[config.mk]
export PLATFORM = sky130hd
export DESIGN_NAME = floating_divider_seq
export DESIGN_NICKNAME = d
export VERILOG_FILES = /design/src/rtl/floating_divider_seq.sv
export SDC_FILE = /design/constraint.sdc
export NUM_CORES = 1
export LEC_CHECK = 0
export CAP_MARGIN = 40
export CORE_UTILIZATION = 25
export DETAILED_ROUTE_END_ITERATION = 8
export SETUP_SLACK_MARGIN = 0.5
export SLEW_MARGIN = 0
export SYNTH_ARGS = -nofsm -noshare
export SYNTH_HDL_FRONTEND = slang
export SYNTH_SLANG_ARGS = --single-unit
[constraint.sdc]
create_clock -name clk -period 6.08 [get_ports clk]
set_clock_uncertainty 0.2 [all_clocks]
set_input_delay 0.912 -clock clk [delete_from_list [all_inputs] [get_ports clk]]
set_output_delay 0.912 -clock clk [all_outputs]
set_load 0.05 [all_outputs]
[src/rtl/floating_divider_seq.sv]
// floating_divider_seq: sequential restoring FP divider, one quotient bit per clock, start/busy/done handshake
// Ports: clk, rst_n (async active-low), start, A/B operands in; busy, done pulse, result quotient out
module floating_divider_seq #(
    parameter int N    = 32,
    parameter int ES   = 8,
    parameter int SS   = N - ES - 1,
    parameter int BIAS = 2 ** (ES - 1) - 1
) (
    input  logic         clk,
    input  logic         rst_n,
    input  logic         start,
    input  logic [N-1:0] A,
    input  logic [N-1:0] B,
    output logic         busy,
    output logic         done,
    output logic [N-1:0] result
);
    localparam int CW = $clog2(SS + 2);
    typedef enum logic [1:0] {IDLE, DIV, NORM} state_t;
    state_t        state_q, state_d;
    logic [CW-1:0] cnt_q, cnt_d;
    logic [SS+1:0] r_q, r_d, q_q, q_d, diff, r_sel;
    logic [SS:0]   mb_q, mb_d;
    logic [ES+1:0] e_q, e_d, e_f;
    logic          sign_q, sign_d, done_q, done_d, ge;
    logic [N-1:0]  result_q, result_d;
    logic [SS-1:0] man;
    logic [ES-1:0] exp_f;
    always_comb begin
        ge    = r_q >= {1'b0, mb_q};
        diff  = r_q - {1'b0, mb_q};
        r_sel = ge ? diff : r_q;
        // integer bit clear means the quotient is in [0.5,1): take one more fraction bit
        e_f   = q_q[SS+1] ? e_q : e_q - 1'b1;
        man   = q_q[SS+1] ? q_q[SS:1] : q_q[SS-1:0];
        // MSB = negative (underflow); bit ES set while non-negative = above field range
        exp_f = e_f[ES+1] ? '0 : e_f[ES] ? '1 : e_f[ES-1:0];
        state_d  = state_q;
        cnt_d    = cnt_q;
        r_d      = r_q;
        q_d      = q_q;
        mb_d     = mb_q;
        e_d      = e_q;
        sign_d   = sign_q;
        done_d   = 1'b0;
        result_d = result_q;
        case (state_q)
            IDLE: if (start) begin
                state_d = DIV;
                cnt_d   = '0;
                mb_d    = {1'b1, B[SS-1:0]};
                r_d     = {2'b01, A[SS-1:0]};
                q_d     = '0;
                sign_d  = A[N-1] ^ B[N-1];
                e_d     = (ES+2)'(A[N-2:SS]) - (ES+2)'(B[N-2:SS]) + (ES+2)'(BIAS);
            end
            DIV: begin
                q_d     = {q_q[SS:0], ge};
                r_d     = {r_sel[SS:0], 1'b0};
                cnt_d   = (cnt_q == CW'(SS + 1)) ? '0 : cnt_q + 1'b1;
                state_d = (cnt_q == CW'(SS + 1)) ? NORM : DIV;
            end
            NORM: begin
                result_d = {sign_q, exp_f, man};
                done_d   = 1'b1;
                state_d  = IDLE;
            end
            default: state_d = IDLE;
        endcase
    end
    always_ff @(posedge clk or negedge rst_n) begin
        if (!rst_n) begin
            state_q  <= IDLE;
            cnt_q    <= '0;
            r_q      <= '0;
            q_q      <= '0;
            mb_q     <= '0;
            e_q      <= '0;
            sign_q   <= 1'b0;
            done_q   <= 1'b0;
            result_q <= '0;
        end else begin
            state_q  <= state_d;
            cnt_q    <= cnt_d;
            r_q      <= r_d;
            q_q      <= q_d;
            mb_q     <= mb_d;
            e_q      <= e_d;
            sign_q   <= sign_d;
            done_q   <= done_d;
            result_q <= result_d;
        end
    end
    assign busy   = state_q != IDLE;
    assign done   = done_q;
    assign result = result_q;
endmodule
==> results of run 1 <==
-- cells in the mapped netlist (all sizes together) (2+ instances only) --
library cell	n	share of area, %
inv	44	2.3
a211oi	6	0.64
a31oi	10	0.88
a21oi	45	3.2
o31ai	3	0.32
clkbuf	25	1.3
or3	16	1.6
and3	4	0.35
nor4	2	0.18
buf	8	0.60
o211ai	5	0.60
nand2b	9	0.79
fa	2	0.57
nor2b	8	0.71
nor3	13	0.99
o21ba	2	0.28
o22ai	5	0.44
o221ai	3	0.37
nand2	102	5.5
o21bai	3	0.32
a22o	24	3.0
or2	2	0.18
nor2	20	1.1
and2	5	0.44
o21a	5	0.53
nand3	12	0.85
mux2i	36	5.1
xor2	11	1.4
dfrtp	125	44
xnor2	26	3.2
a22oi	2	0.21
nand4	5	0.44
o311ai	2	0.25
ha	36	6.4
o21ai	101	7.1
o32ai	2	0.25
a211o	2	0.25
a21o	20	2.1
-- metrics by stage --
stage          instances  total power, mW  hold WS [ns]  setup slack, ns  utilization (%)
2_1_floorplan        761            3.903        0.2175            2.959                -
3_3_place_gp        1211            4.636        0.2335            2.353            30.42
3_5_place_dp        1215            4.723        0.2438            2.321            30.76
4_1_cts             1247            5.717        0.2618            2.700            32.73
5_1_grt             1247            6.155        0.2791            2.464            32.73
6_report            1247            5.669        0.2596            2.719            32.73
-- path summary, 6_finish.rpt --
check / endpoint / start / slack [ns] / depth (start not counted)
setup / recovery: r_q[13]$_DFFE_PN0P_ / r_q[6]$_DFFE_PN0P_ / 2.72 / 9
hold / removal: mb_q[23]$_DFFE_PN0P_ / mb_q[23]$_DFFE_PN0P_ / 0.26 / 2
setup reg to reg: r_q[13]$_DFFE_PN0P_ / r_q[6]$_DFFE_PN0P_ / 2.72 / 9
hold reg to reg: mb_q[23]$_DFFE_PN0P_ / mb_q[23]$_DFFE_PN0P_ / 0.26 / 2
max in group asynchronous: r_q[17]$_DFFE_PN0P_ / rst_n / 4.30 / 2
min in group asynchronous: result[9]$_DFFE_PN0P_ / rst_n / 0.30 / 1
-- worst max-delay path, cell delays in order, from the launching register on --
cell and delay, ns:
dfrtp_1 0.43, ha_1 0.40, a21oi_1 0.16, o21ai_0 0.17
or3_1 0.37, o21ba_2 0.24, o211ai_2 0.31, and2_1 0.52
nor2_1 0.19, a211oi_1 0.27
-- final cells by class --
class                           instances  area (µm²)  area share [%]
Clock buffer                           19       442.9           4.857
Clock inverter                         13       106.4           1.166
Inverter                               44       165.2           1.811
Multi-Input combinational cell        559        3672           40.27
Sequential cell                       125        3128           34.30
Tap cell                              378       473.0           5.187
Timing Repair Buffer                  109        1131           12.40
-- state kept, by name, indices dropped and copies added (netlist names) --
| signal | count |
|---|---|
| state_q | 2 |
| result | 32 |
| done | 1 |
| e_q | 10 |
| q_q | 25 |
| cnt_q | 5 |
| r_q | 25 |
| sign_q | 1 |
| mb_q | 24 |
-- logic make-up (layout without fill, tap and decap cells) --
| family | count (synthesis) | count (layout) | share of synthesized area (%) |
|---|---|---|---|
| mux | 37 | 37 | 5.246 |
| compound gates | 245 | 245 | 21.34 |
| simple gates | 202 | 202 | 13.51 |
| flops | 125 | 125 | 44.15 |
| buf+inv | 77 | 185 | 4.256 |
| fa+ha+maj | 38 | 38 | 6.923 |
| xor+xnor | 37 | 37 | 4.574 |
-- cell usage in the layout (no fill, tap or decap), types with 4 or more instances in the layout --
cell and n:
clkbuf_16 17, o21a_1 5, a21o_1 20, mux2i_1 36, a22o_1 24, nand2_1 100, ha_1 36, nand2b_1 8
o211ai_1 4, xnor2_1 26, clkdlybuf4s50_1 99, nor3_1 12, nand3_1 12, and3_1 4, inv_6 6, inv_1 44
buf_4 6, and2_1 5, or3_1 14, xor2_1 11, a31oi_1 10, nor2_1 19, o21ai_0 101, nand4_1 5
a211oi_1 6, a21oi_1 45, dfrtp_1 125, o22ai_1 5, nor2b_1 7
-- layer usage --
metal / vias to the layer above / routed length (µm) / part of all wire, %
met5: - / 0 / 0
li1: 2905 / - / -
met3: 11 / 712 / 4.1
met1: 2729 / 8751 / 50
met2: 123 / 7824 / 45
met4: 0 / 151 / 0.87
-- power groups by stage --
stage | Sequential [mW] | Combinational, mW | Clock, mW
floorplan | 1.80 | 2.11 | 0
global placement | 1.52 | 3.11 | 0
detailed placement | 1.53 | 3.19 | 0
CTS | 1.52 | 3.22 | 0.980
global route | 1.57 | 3.55 | 1.03
finish | 1.52 | 3.20 | 0.956
==> flow_summary.ini, run 1 <==
[power]
power_density_nw_per_um2 = 621.7
combPwrFrac_pct = 56.4
p_leak_nw = 3.963
swShare_pct = 44.71
power.share.sequential_pct = 26.8
p_int_mw = 3.135
p_switching_mw = 2.535
power.clock.fraction_pct = 16.9
ir_drop_v = 0.0002318

[final_layout]
n_fill_cell = 2883
diodes = 0
fin_area_um2 = 9119
fin_nets = 961
layout-drive-gt1-share_pct = 6.444
areaGrowthSynthToFinish_pct = 28.72

[place]
port_buffers = 100
dp_hpwl_um = 12590
place.gp.congestion = 0.8094
place_area_um2 = 8569

[floorplan]
die_y_um = 170.3
fp.dieW_um = 170.3
start_util_pct = 25.43
coreArea_um2 = 27860
dieArea_um2 = 29010
row_count = 61
io_pins = 101

[worst_setup_path]
worst_setup_path_start_kind = flop
cp-end-kind = flop
crit_path_max_fanout = 11
worst-setup-path-type = reg -> reg
cp.arrival_ns = 3.49
cp.required_ns = 6.21

[synthesis]
synth_cells = 761
avgSynthCellArea_um2 = 9.309
synth.distinct_cells = 55
ys_seq_area_share_pct = 44.15
synth_edf_count = 0
netlist_area_um2 = 7084
synth_warnings = 0
async_flop_share_pct = 100.0
synth-main-ff-cell = dfrtp_1
synth.ff_latch_count = 125
synthesis.nets = 866

[routing]
dr.pass1.iters = 4
avgViaCountPerCell = 4.626
drt_iter0_drc = 358
ant_nets = 0
wl_um = 17440
drc = 0
wl_per_cell_um = 13.99
via_count = 5768

[sta]
finalSetupViolCount = 0
min_period_ns = 3.361
final_max_slew_viol_count = 0
setup_tns_ns = 0
hold_viol_final = 0
fmax_mhz = 297.5
rsz0062_at_grt = no
period_share_pct = 55.29
slew_headroom_pct = 44.96
worst_pin_slew_ns = 0.8256

[global_routing]
track_usage_pct = 12.60
antenna_found_initial = 0
gr-total-overflow = 0
top_usage_layer = met2
grt_pass1_vias = 5536
met3_usage_pct = 3.349
grt_pass1_wl_um = 28600
use_met1_pct = 17.40
grt_max_degree = 51
grt_use_met2_pct = 19.49

[cts]
cts.sinks = 125
insertion_delay_ns = 0.42
postCtsHoldBufs = 0
clkTransAtPathRegs_ns = 0.06
numCtsBuffers = 17
post_cts_buffers = 0
root_buffer = clkbuf_16
cts-resized-gates = 0
cts_tree = done
cts_max_path_buffers = 2
htreeDepth = 4

[status]
status = finished clean

[worst_hold_path]
hold_path_class = reg -> reg

[flow_run]
maxCapViolations = 0
Note: power is estimated with default switching activity, not from simulation.
==> run 2, diff against run 1 <==
==> constraint.sdc (replaced) <==
create_clock -name clk -period 2.7 [get_ports clk]
set_clock_uncertainty 0.2 [all_clocks]
set_input_delay 0.405 -clock clk [delete_from_list [all_inputs] [get_ports clk]]
set_output_delay 0.405 -clock clk [all_outputs]
set_load 0.05 [all_outputs]
==> run 2 against run 1 <==
Global-route usage is 1.1 points higher; critical path type unchanged; utilization is 5.6 points higher; clock power is 140% higher; cell count is 8.1% higher; critical endpoint is now r_q[21]$_DFFE_PN0P_; power grew to 2.7 times the previous value; highest routed layer unchanged; clock-buffer cell count is 1 lower; worst setup slack worse by 2.7 ns; cell area is 17% higher; first-iteration DRC count is 28% lower; largest power group unchanged; non-clock buffer count is 100 higher; flip-flop and latch count stayed put.
==> flow_summary.ini, run 2 (synthesized netlist as in run 1, its figures left out) <==
[final_layout]
seq_area_um2 = 3128
final_common_cell = dfrtp_1
multi_input_area_um2 = 4343
n_fill_cell = 2742
diodes = 0
final_util_pct = 38.29
areaGrowthSynthToFinish_pct = 50.58
fin_area_um2 = 10670
layout-drive-gt1-share_pct = 27.01
fin_nets = 1062
most-common-layout-cells = 125 x dfrtp_1, 98 x nand2_1, 85 x buf_4
largest_reg_flops = 32

[worst_hold_path]
min-delay-start = B[23]
hold_path_class = in -> reg
whs_endpoint = e_q[0]$_DFFE_PN0P_
whs_path_depth = 4

[routing]
wl_um = 19360
via_count = 6278
avgViaCountPerCell = 4.657
wl_met3_um = 653
dr.pass1.iters = 4
wl_met2_um = 9320
wl_met1_um = 9099
top_layer_used = met4
drc = 0
drt_iter0_drc = 258
wl_per_cell_um = 14.36
ant_nets = 0

[floorplan]
row_count = 61
start_util_pct = 25.43
coreArea_um2 = 27860
die_y_um = 170.3
dieArea_um2 = 29010
io_pins = 101
fp.dieW_um = 170.3

[worst_setup_path]
r2r_slack_ns = 0.0007
worst_setup_path_start_kind = flop
crit_path_max_fanout = 3
r2r-start = r_q[0]$_DFFE_PN0P_
reg2reg_depth = 12
worst-setup-path-type = reg -> reg
cp.arrival_ns = 2.79
reg2reg_to = r_q[21]$_DFFE_PN0P_
cp.required_ns = 2.79
cp-end-kind = flop

[place]
port_buffers = 100
dp_hpwl_um = 13480
place_ws_ns = -0.4433
place.gp.congestion = 0.8298
place_area_um2 = 9390

[cts]
cts.sinks = 125
insertion_delay_ns = 0.43
htreeDepth = 4
numCtsBuffers = 17
root_buffer = clkbuf_16
cts_tree = done
clkTransAtPathRegs_ns = 0.06
cts_max_path_buffers = 2

[power]
p_leak_nw = 4.763
power_density_nw_per_um2 = 1454
p_total_mw = 15.51
ir_drop_v = 0.0006301

[flow_run]
maxCapViolations = 0

[sta]
rsz0062_at_grt = yes
finalSetupViolCount = 0
worst_pin_slew_ns = 0.7320
min_period_ns = 2.699
slew_headroom_pct = 51.20
hold_slack_ns = 0.2013
hold_viol_final = 0
period_share_pct = 99.98
final_max_slew_viol_count = 0
worst_slack_ns = 0.0006593
fmax_mhz = 370.5

[global_routing]
grt_pass1_vias = 6064
antenna_found_initial = 0
gr-total-overflow = 0
track_usage_pct = 13.68
grt_pass1_wl_um = 31110
grt_max_degree = 126

[status]
status = finished clean
[run 2: cell types whose count changed in the layout (fill, tap and decap cells not counted), sizes merged, moves of 2 or more]
cell,previous run,this run
clkinv,4,2
dlygate4sd2,0,26
buf,10,114
clkdlybuf4s50,99,57
inv,50,53
dlymetal6s2s,0,11
[run 2: report_power, final]
group	internal (mW)	total [mW]	switching, mW
Clock	1.33	2.29	0.966
Sequential	2.78	3.44	0.658
Combinational	4.64	9.78	5.14
Total	8.75	15.5	6.76
[run 2: final cells by class]
cell class | count | area share [%]
Multi-Input combinational cell | 560 | 40.71
Sequential cell | 125 | 29.32
Timing Repair Buffer | 209 | 18.18
Tap cell | 378 | 4.434
Clock buffer | 18 | 4.117
Inverter | 44 | 1.865
Clock inverter | 14 | 1.372
[run 2: worst max path at each step]
stage	from	end	slack (ns)	depth (start not counted)
after global routing	r_q[0]$_DFFE_PN0P_	r_q[21]$_DFFE_PN0P_	-0.14	12
after CTS	r_q[0]$_DFFE_PN0P_	r_q[21]$_DFFE_PN0P_	0.03	12
final	r_q[0]$_DFFE_PN0P_	r_q[21]$_DFFE_PN0P_	0.0007	12
after detailed placement	B[24]	e_q[8]$_DFFE_PN0P_	-0.44	12
after floorplan	r_q[0]$_DFFE_PN0P_	r_q[21]$_DFFE_PN0P_	0.14	12
after global placement	B[24]	e_q[8]$_DFFE_PN0P_	-0.41	12
[run 2: per-layer routing]
layer,up-vias,global-route usage [%]
met2,128,22.36
met4,0,4.074
met5,-,0
met3,23,3.047
met1,3005,17.93
li1,3122,-
[run 2: stage by stage]
stage	cells	TNS (ns)
5_1_grt	1348	-0.6377
2_1_floorplan	761	0
6_report	1348	0
4_1_cts	1338	0
3_5_place_dp	1286	-2.591
3_3_place_gp	1286	-2.267
[run 2: worst max-delay path: stages (launching register included)]
cell,delay [ns]
dfrtp_1,0.39
inv_2,0.08
ha_4,0.13
inv_2,0.04
fa_2,0.36
a211oi_2,0.25
o21bai_2,0.10
a21oi_2,0.18
nand2b_4,0.16
and2_4,0.15
a31oi_4,0.09
a2111oi_4,0.31
o31ai_1,0.11
[run 2: repair_timing]
| action | CTS | global route |
|---|---|---|
| resized for setup | 93 | 67 |
| endpoints found under the setup margin | 64 | 49 |
| hold buffers | 1 | 0 |
| gates cloned | 1 | 0 |
| pin swaps | 38 | 44 |
| endpoints found under the hold margin | 125 | 0 |
| buffers inserted | 18 | 10 |
==> run 3, diff against run 2 <==
--- a/config.mk
+++ b/config.mk
@@ -8,6 +8,7 @@
 export CAP_MARGIN = 40
 export CORE_UTILIZATION = 25
 export DETAILED_ROUTE_END_ITERATION = 8
+export PLACE_DENSITY = 0.52
 export SETUP_SLACK_MARGIN = 0.5
 export SLEW_MARGIN = 0
 export SYNTH_ARGS = -nofsm -noshare
==> run 3 against run 2 <==
Utilization down 0.56 points; fmax fell by 1.1%; routed wire length decreased by 0.25%; power fell by 2.0%; register-to-register slack worse by 0.03 ns; largest cell class unchanged; cell area fell by 1.5%; largest power group unchanged; the run now ends with negative setup slack left; via count is 2.4% lower; combinational power is 1% lower.
==> flow_summary.ini, run 3 (synthesized netlist as in run 1, its figures left out) <==
[power]
power.share.sequential_pct = 22.5
combPwrFrac_pct = 63.5
power_density_nw_per_um2 = 1446
swShare_pct = 43.38
ir_drop_v = 0.0005301
power.clock.fraction_pct = 14.0
p_leak_nw = 4.721
p_int_mw = 8.607
p_switching_mw = 6.594

[final_layout]
fin_nets = 1052
areaGrowthSynthToFinish_pct = 48.39
multi_input_area_um2 = 4298
n_fill_cell = 2840
final_cells = 1338
final_common_cell = dfrtp_1
seq_area_um2 = 3129
layout-drive-gt1-share_pct = 25.94
final_util_pct = 37.74
largest_reg_flops = 32
diodes = 0
most-common-layout-cells = 124 x dfrtp_1, 99 x nand2_1, 82 x buf_4

[floorplan]
die_y_um = 170.3
start_util_pct = 25.43
io_pins = 101
fp.dieW_um = 170.3
dieArea_um2 = 29010
coreArea_um2 = 27860
row_count = 61

[sta]
min_period_ns = 2.728
worst_pin_slew_ns = 0.6640
period_share_pct = 101.0
finalSetupViolCount = 2
fmax_mhz = 366.5
worst_slack_ns = -0.02831
hold_viol_final = 0
final_max_slew_viol_count = 0
rsz0062_at_grt = yes
slew_headroom_pct = 55.73

[routing]
wl_per_cell_um = 14.43
wl_um = 19310
dr.pass1.iters = 4
drt_iter0_drc = 259
via_count = 6130
drc = 0
avgViaCountPerCell = 4.581
ant_nets = 0

[cts]
cts_tree = done
numCtsBuffers = 17
htreeDepth = 4
cts.sinks = 125
clkTransAtPathRegs_ns = 0.06
root_buffer = clkbuf_16
insertion_delay_ns = 0.41
cts_max_path_buffers = 2

[status]
violations = negative setup slack
status = complete, but fails checks

[global_routing]
grt_max_degree = 51
grt_pass1_vias = 6116
gr-total-overflow = 0
track_usage_pct = 13.70
grt_pass1_wl_um = 31160
antenna_found_initial = 0

[flow_run]
maxCapViolations = 0

[worst_setup_path]
cp.arrival_ns = 2.86
worst-setup-path-type = reg -> reg
worst_setup_path_start_kind = flop
r2r_slack_ns = -0.03
cp-end-kind = flop
crit_path_max_fanout = 3
cp.required_ns = 2.83

[place]
port_buffers = 100
dpl.cell_count = 1285
place.gp.congestion = 0.8326
dp_hpwl_um = 13670

[worst_hold_path]
hold_path_class = in -> reg
-- run 3: worst paths after layout --
check | from | to | cells after the start
worst max-delay path | r_q[0]$_DFFE_PN0P_ | r_q[17]$_DFFE_PN0P_ | 14
worst min-delay path | B[23] | e_q[0]$_DFFE_PN0P_ | 4
worst max register to register | r_q[0]$_DFFE_PN0P_ | r_q[17]$_DFFE_PN0P_ | 14
worst min register to register | mb_q[23]$_DFFE_PN0P_ | mb_q[23]$_DFFE_PN0P_ | 2
max in group asynchronous | rst_n | r_q[13]$_DFFE_PN0P_ | 3
min in group asynchronous | rst_n | result[16]$_DFFE_PN0P_ | 2
-- run 3: per-stage QoR --
stage	worst slack [ns]	hold slack [ns]	TNS (ns)	total power [mW]	area, µm²
2_1_floorplan	0.1360	-0.09059	0	9.354	7385
3_3_place_gp	-0.4248	0.2388	-2.517	12.10	9395
3_5_place_dp	-0.4755	0.2400	-2.888	12.17	9395
4_1_cts	-0.02527	0.2536	-0.03818	15.08	10260
5_1_grt	-0.1832	0.2687	-0.7828	16.39	10510
6_report	-0.02831	0.2289	-0.03479	15.20	10510
-- run 3: worst max-delay path, stage by stage (launching register included) --
cell and delay [ns]:
dfrtp_1 0.39, inv_2 0.08, ha_4 0.13, inv_2 0.03, fa_2 0.34, a211oi_2 0.22, o21bai_1 0.13, a21oi_2 0.22
nand2b_4 0.17, a21o_1 0.16, buf_4 0.12, buf_4 0.09, and2_1 0.12, o311ai_1 0.10, a31oi_1 0.16
-- run 3: repair_timing --
action / CTS / global route
resized for setup: 90 / 57
setup endpoints to repair: 57 / 56
endpoints found under the hold margin: 45 / 0
pin swaps: 38 / 34
setup buffers: 13 / 6
gates cloned: 1 / 0
hold buffers: 1 / 0
-- run 3: metal layers --
metal	wire length [µm]	track usage, %	vias to the layer above
li1	-	-	3097
met1	9070	17.54	2928
met2	9402	23.25	95
met3	688	3.070	10
met4	145	3.290	0
met5	0	0	-
-- run 3: power by group through the flow --
stage	sequential, mW	combinational (mW)	clock (mW)
6_report	3.42	9.65	2.13
5_1_grt	3.55	10.6	2.27
2_1_floorplan	4.07	5.29	0
4_1_cts	3.41	9.47	2.19
3_3_place_gp	3.40	8.70	0
3_5_place_dp	3.43	8.74	0
-- run 3: cell type report --
cell class                      count  share of cell area (%)
Clock buffer                       20                   4.344
Multi-Input combinational cell    560                   40.88
Inverter                           44                   1.845
Tap cell                          378                   4.499
Clock inverter                     12                  0.8331
Timing Repair Buffer              199                   17.83
Sequential cell                   125                   29.77
